File: src/rtl/adc_spi_reader.sv
// Periodic CNV/SPI serial ADC reader: starts conversions, shifts results in
// MSB-first and presents each sample with a one-cycle valid strobe.
module adc_spi_reader #(
    parameter int DATA_BITS     = 16,
    parameter int CLK_DIV       = 4,
    parameter int CONV_CYCLES   = 40,
    parameter int SAMPLE_PERIOD = 1000
) (
    input  logic                 clk,
    input  logic                 rst,
    input  logic                 enable,
    input  logic                 adc_sdo,
    output logic                 adc_cnv,
    output logic                 adc_cs_n,
    output logic                 adc_sclk,
    output logic [DATA_BITS-1:0] adc_data,
    output logic                 valid_out,
    output logic [15:0]          sample_cnt,
    output logic                 overrun
);

    localparam int HALVES = 2 * DATA_BITS;
    localparam int HW     = $clog2(HALVES);
    localparam int CMAX   = (CONV_CYCLES > CLK_DIV) ? CONV_CYCLES : CLK_DIV;
    localparam int CW     = $clog2(CMAX + 1);
    localparam int TW     = $clog2(SAMPLE_PERIOD);

    typedef enum logic [1:0] {IDLE, CONVERT, SHIFT, DONE} state_t;

    state_t               state, state_n;
    logic [CW-1:0]        cnt, cnt_n;
    logic [HW-1:0]        half, half_n;
    logic [TW-1:0]        timer;
    logic [DATA_BITS-1:0] shreg, shreg_n;
    logic [DATA_BITS-1:0] data_n;
    logic [15:0]          sample_cnt_n;
    logic                 cnv_n, cs_n_n, sclk_n, valid_n, overrun_n;
    logic                 tick;

    assign tick = enable && (timer == '0);

    always_ff @(posedge clk) begin
        if (!rst) begin
            timer <= '0;
        end else if (!enable || timer == TW'(SAMPLE_PERIOD - 1)) begin
            timer <= '0;
        end else begin
            timer <= timer + TW'(1);
        end
    end

    always_ff @(posedge clk) begin
        if (!rst) begin
            state      <= IDLE;
            cnt        <= '0;
            half       <= '0;
            shreg      <= '0;
            adc_cnv    <= 1'b0;
            adc_cs_n   <= 1'b1;
            adc_sclk   <= 1'b0;
            adc_data   <= '0;
            valid_out  <= 1'b0;
            sample_cnt <= '0;
            overrun    <= 1'b0;
        end else begin
            state      <= state_n;
            cnt        <= cnt_n;
            half       <= half_n;
            shreg      <= shreg_n;
            adc_cnv    <= cnv_n;
            adc_cs_n   <= cs_n_n;
            adc_sclk   <= sclk_n;
            adc_data   <= data_n;
            valid_out  <= valid_n;
            sample_cnt <= sample_cnt_n;
            overrun    <= overrun_n;
        end
    end

    // Outputs are computed for the next state so they come straight from flops.
    always_comb begin
        state_n      = state;
        cnt_n        = cnt;
        half_n       = half;
        shreg_n      = shreg;
        cnv_n        = 1'b0;
        cs_n_n       = 1'b1;
        sclk_n       = 1'b0;
        valid_n      = 1'b0;
        data_n       = adc_data;
        sample_cnt_n = sample_cnt;
        overrun_n    = enable ? overrun : 1'b0;
        if (tick && state != IDLE) begin
            overrun_n = 1'b1;
        end
        unique case (state)
            IDLE: begin
                if (tick) begin
                    state_n = CONVERT;
                    cnt_n   = '0;
                    cnv_n   = 1'b1;
                end
            end
            CONVERT: begin
                if (cnt == CW'(CONV_CYCLES - 1)) begin
                    state_n = SHIFT;
                    cnt_n   = '0;
                    half_n  = '0;
                    cs_n_n  = 1'b0;
                end else begin
                    cnt_n = cnt + CW'(1);
                    cnv_n = 1'b1;
                end
            end
            SHIFT: begin
                cs_n_n = 1'b0;
                sclk_n = half[0];
                cnt_n  = cnt + CW'(1);
                if (cnt == CW'(CLK_DIV - 1)) begin
                    cnt_n = '0;
                    if (half == HW'(HALVES - 1)) begin
                        state_n      = DONE;
                        cs_n_n       = 1'b1;
                        sclk_n       = 1'b0;
                        valid_n      = 1'b1;
                        data_n       = shreg;
                        sample_cnt_n = sample_cnt + 16'd1;
                    end else begin
                        half_n = half + HW'(1);
                        sclk_n = ~half[0];
                        // Capture on the edge that raises sclk.
                        if (!half[0]) begin
                            shreg_n = DATA_BITS'({shreg, adc_sdo});
                        end
                    end
                end
            end
            DONE: begin
                state_n = IDLE;
            end
            default: begin
                state_n = IDLE;
            end
        endcase
    end

endmodule

File: config.mk
export PLATFORM = sky130hd
export DESIGN_NAME = adc_spi_reader
export DESIGN_NICKNAME = d
export VERILOG_FILES = /design/src/rtl/adc_spi_reader.sv
export SDC_FILE = /design/constraint.sdc
export NUM_CORES = 1
export LEC_CHECK = 0
export BUFFER_PORTS_ARGS = -buffer_cell sky130_fd_sc_hd__buf_2
export CORE_ASPECT_RATIO = 0.75
export CORE_MARGIN = 2
export CORE_UTILIZATION = 51
export DETAILED_ROUTE_END_ITERATION = 10
export HOLD_SLACK_MARGIN = 0.02
export PLACE_DENSITY = 0.71
export SLEW_MARGIN = 15
export SYNTH_ARGS = -nofsm -noshare
export SYNTH_HDL_FRONTEND = slang
export SYNTH_SLANG_ARGS = --single-unit
File: constraint.sdc
create_clock -name clk -period 2.3 [get_ports clk]
set_clock_uncertainty 0.2 [all_clocks]
set_input_delay 0.345 -clock clk [delete_from_list [all_inputs] [get_ports clk]]
set_output_delay 0.345 -clock clk [all_outputs]
set_load 0.005 [all_outputs]
# After elaboration in Yosys (flattened, before gate mapping)
# Index checks and enable logic that the tools add are counted.
[word_totals]
register_bits = 76
in_bits = 4
output_inout_bits = 37
wordCells = 71
[classes]
add_sub_neg = 4
n_eq_ne = 13
n_mux = 23
bitwise_logic = 3
n_reduce_logical = 16
[op_table]
columns = ["operator", "n"]
rows = [
  ["6-bit 2-to-1 mux", 3],
  ["6-bit one-hot mux with 3 select lines", 1],
  ["16-bit by 1-bit adder with 16-bit output, second input constant", 1],
  ["5-bit 2-to-1 mux", 3],
  ["4-bit AND reduction", 3],
  ["10-bit by 1-bit adder with 10-bit output, second input constant", 1],
  ["10-bit equality test, second input constant", 1],
  ["10-bit zero test", 1],
  ["2-bit != test, second input constant", 5],
  ["5-bit one-hot mux with 2 select lines", 1],
  ["1-bit 2-to-1 mux", 8],
  ["2-bit 2-to-1 mux", 4],
  ["2-bit one-hot mux with 4 select lines", 1],
  ["6-bit by 1-bit adder with 6-bit output, second input constant", 1],
  ["6-bit by 2-bit equality test with 1-bit output, second input constant", 1],
  ["6-bit equality test, second input constant", 1],
  ["5-bit by 1-bit adder with 5-bit output, second input constant", 1],
  ["5-bit equality test, second input constant", 1],
  ["2-bit equality test, second input constant", 2],
  ["1-bit one-hot mux with 2 select lines", 2],
  ["2-bit AND reduction", 2],
  ["2-bit nonzero test", 2],
  ["1-bit inverter", 3],
  ["3-bit AND reduction", 1],
  ["8 further kinds", 9],
]

# Depth between registers and ports, before layout
[logic_depth]
ltp_word = 4
ltp_mapped = 9
ltp_nobuf = 7

# Worst setup path before layout
# Ideal clock, no wire load.
[synth_path]
path_kind = "register to register"
from = "register half[0]"
to = "register shreg[10]"
setup_time_ns = 0.128
t_arrival_ns = 1.921
required_time_ns = 1.972
setup_slack_ns = 0.052
path_stages_with_launch = 10
n_path_buf = 2
period_less_slack_ns = 2.248
path_cell_list = "dfxtp_1 ha_1 and3_1 ha_1 nand3b_1 nor2b_1 buf_2 buf_4 mux2i_1 nor2_1"
[synth_via]
elab_chain_cells = 3
word_cells_on_any_way = 4
classes_between = "1 x eq/ne; 2 x bitwise; 1 x reduce/logical"
[synth_rtl]
columns = ["item", "line_no", "text"]
rows = [
  ["from (decl)", "32", "logic [HW-1:0] half, half_n;"],
  ["from (signal assigned)", "68", "half <= half_n;"],
  ["5-bit equality test", "121", "if (half == HW'(HALVES - 1)) begin"],
  ["1-bit inverter (no line)", "-", ""],
  ["4-bit AND reduction (no line) (*)", "-", ""],
  ["to (signal assigned)", "69", "shreg <= shreg_n;"],
  ["to (decl)", "34", "logic [DATA_BITS-1:0] shreg, shreg_n;"],
]
# Every way passes the cells marked *; elsewhere a longest branch is shown, timed or not.
# A chain may end at the register's enable or synchronous reset.

# Worst setup path after layout
[layout_path]
from = "register cnt[0]"
to = "register sample_cnt[15]"
[layout_via]
elab_chain_cells = 2
[layout_rtl]
columns = ["item", "line_no", "text"]
rows = [
  ["from (decl)", "31", "logic [CW-1:0] cnt, cnt_n;"],
  ["from (signal assigned)", "67", "cnt <= cnt_n;"],
  ["6-bit by 2-bit equality test with 1-bit output", "119", "if (cnt == CW'(CLK_DIV - 1)) begin"],
  ["3-bit AND reduction (no line)", "-", ""],
  ["to (signal assigned)", "75", "sample_cnt <= sample_cnt_n;"],
  ["to (decl)", "18", "output logic [15:0] sample_cnt,"],
]
# Every way passes these cells.

==> metrics.md <==
| Metric | Value |
|---|---|
| Status | complete, no violations |
| Switch Pwr | 0.782 mW |
| Final instance area | 0.00386 mm^2 |
| First-pass DRT Iterations | 4 |
| Final worst path period share | 96.5% |
| GRT Total Usage | 18.9% |
| Max-cap violations | 0 |
| Critical path origin | cnt[0] |
| PortBufs | 40 |
| Critical path class | register to register |
| Fraction of layout cells with a size suffix above 1 | 20.8% |
| Die height | 73.0 um |
| Leakage power | 1.49 nW |
| First-pass GRT wire length | 10100 um |
| Syn Inst Count | 367 |
| Req. time, crit path | 2380 ps |
| Final WL | 6350 um |
| R2r endpoint | sample_cnt[15] |
| Sequential share of power | 45.8% |
| Crit-path leading delay family | simple AND/OR/NAND/NOR gates |
| Fraction of post-synthesis cell area in the top cell type by area | 47.0% |
| Minimum period implied by the final worst setup slack | 2220 ps |
| Initial Utilization | 52.0% |
| CTS Sinks | 76 |
| Synth async-reset ratio | 0% |
| FF+latch count, synth | 76 |
| HP Class | input port to register |
| Max_slew headroom | 59.1% |
| Top post-synthesis cells by count | dfxtp_1, nor2_1, nand2_1 |
| Final setup TNS | 0 ps |
| Vias | 2614 |
| Synth warnings | 0 |
| Crit path depth | 6 |
| Final Non-Filler Cells | 504 |
| IO Pins | 41 |
| Area grow syn2layout | 19.3% |
| Largest cells by area after synthesis | dfxtp_1, nor2_1, nand2_1 |
| Reg-to-Reg Start | cnt[0] |
| CTS H-tree depth | 3 |
| Hpwl dp | 4230 um |
| Yosys cell types | 46 |
| Clock root buffer | clkbuf_8 |
| Max stage delay on crit path | 500 ps |
| Number of global-route vias before repair | 2215 |
| Final hold violation count | 0 |
| Syn nets | 382 |
| Clk network pwr share | 37.2% |
| Initial antenna violation count | 0 |
| Synth Area per Inst | 8.82 um^2 |
| Final nets | 433 |
| Clk Latency, worst-skew pair | 350 ps |
| Clk slew on worst S/H paths | 80 ps |
| Antenna Diode Count | 0 |
| Final setup fails | 0 |
| Pins over their slew limit | 0 |
| Maximum clock path buffer count | 2 |
| Pint | 2.23 mW |
| Critical path endpoint | sample_cnt[15] |
| Drt wl/cell | 12.6 um |
| Max FO, Critical Path | 8 |
| DRT iter0 DRCs | 114 |
| Critical Path, Cell by Cell | ha_2 -> nor3b_4 -> and4_4 -> nand3_4 -> or4_1 -> a21oi_2 |
| Post-synth EDFFs | 0 |
| Startpoint types | register |
| Worst path slowest cell | or4_1 |
| Synth Flop Type | dfxtp_1 |
| Die area | 0.00701 mm^2 |
| Slew @ Worst Pin | 612 ps |
| FF-to-FF setup slack | 80 ps |
| Seq/Total Area, Yosys | 47.0% |
| Congestion Overflow GR | 0 |
| Cells on Worst Hold Path | 3 |
| WP data arrival | 2300 ps |
| WP buf/inv | 0 |
| CTS Buf Count | 9 |
| Most frequent cell after synthesis | dfxtp_1 |
| Post-Syn Area | 0.00324 mm^2 |
| CTS tree | built |
| F_max | 451 MHz |
| Sw Share | 26.0% |
| Placed Cells | 486 |
| DRC | 0 |
| Combinational group share of total power | 17.0% |
| Pin count of the biggest net entering global routing | 39 |
| Crit. End Element | register |
| Core area | 0.00622 mm^2 |
| Routed vias/inst | 5.19 |
| GP Congestion | 0.887 |
| Pwr/cell area | 779 mW/mm^2 |
| Die width | 96.0 um |
| Post-route ant nets | 0 |
| Cell taking the most area after synthesis | dfxtp_1 |
| DP Area | 0.00358 mm^2 |
| Reg2Reg Depth | 6 |
| Max VDD drop | 0.394 mV |
| Row cnt | 25 |
## timing repair
item	in CTS	in global routing
hold endpoints to repair	0	0
hold buffers	0	0
buffers inserted	0	2
setup endpoints to repair	0	33
gates resized for setup	0	12
## worst reg2reg max path, delay by kind of cell (launching register included)
family          cells  cell delay, ps
simple gates        4            1250
flops               1             360
fa+ha+maj           1             200
compound gates      1             140
## registers in the layout, indices dropped and copies added, names as in the netlist
signal	flops
adc_cnv	1
sample_cnt	16
shreg	16
timer	10
overrun	1
adc_cs_n	1
adc_sclk	1
cnt	6
valid_out	1
adc_data	16
state	2
half	5
## stage by stage
stage / utilization (%) / hold slack, ps / power (mW) / setup slack [ps]
after global placement: 57.5 / 240 / 1.88 / 79.2
after floorplan: - / 226 / 1.73 / 51.7
final: 62.1 / 36.7 / 3.01 / 80.8
after detailed placement: 57.5 / 244 / 1.88 / 48.2
after CTS: 61.2 / 20.5 / 3.01 / 28.3
after global routing: 62.1 / 47.4 / 3.15 / -10.7
## cells by family (layout without fill, tap and decap cells)
logic type / after synthesis / after routing / synth area share (%)
buf+inv: 26 / 82 / 3.44
fa+ha+maj: 11 / 11 / 4.25
flops: 76 / 76 / 47.0
mux: 18 / 18 / 5.60
simple gates: 164 / 164 / 24.0
compound gates: 52 / 52 / 10.2
xor+xnor: 20 / 20 / 5.41
## final cells by class
class / instances / area (um^2)
clock buffer: 14 / 193
clock inverter: 2 / 38.8
fill: 545 / 2360
inverter: 11 / 41.3
multi-input combinational: 265 / 1640
sequential: 76 / 1520
tap: 81 / 101
timing repair buffer: 55 / 329
## routing by layer
metal	track usage, %	routed length (um)	vias up
met3	6.61	280	9
met1	25.1	3160	1199
li1	-	-	1364
met4	7.46	95	0
met2	28.4	2810	42
met5	0	0	-
## worst min path at each step
stage / from / to / slack (ps)
after floorplan: timer[0] / timer[0] / 230
after global placement: timer[0] / timer[0] / 240
after detailed placement: adc_data[10] / adc_data[10] / 240
after CTS: adc_sdo / shreg[0] / 20
after global routing: adc_sdo / shreg[0] / 50
final: adc_sdo / shreg[0] / 40
## power by group through the flow
stage	combinational (mW)	sequential, mW	clock (mW)
floorplan	0.319	1.41	0
global placement	0.472	1.41	0
detailed placement	0.478	1.41	0
CTS	0.481	1.38	1.15
global route	0.566	1.38	1.20
finish	0.511	1.38	1.12
## cell usage in the layout, fill, tap and decap left out, types with 13 or more instances in the layout
cell,count
buf_4,13
nor2_1,54
nand2_1,50
mux2i_1,17
a21oi_1,26
clkbuf_8,14
dfxtp_1,74
buf_2,40
nand3_1,15
Note: power is estimated with default switching activity, not from simulation.
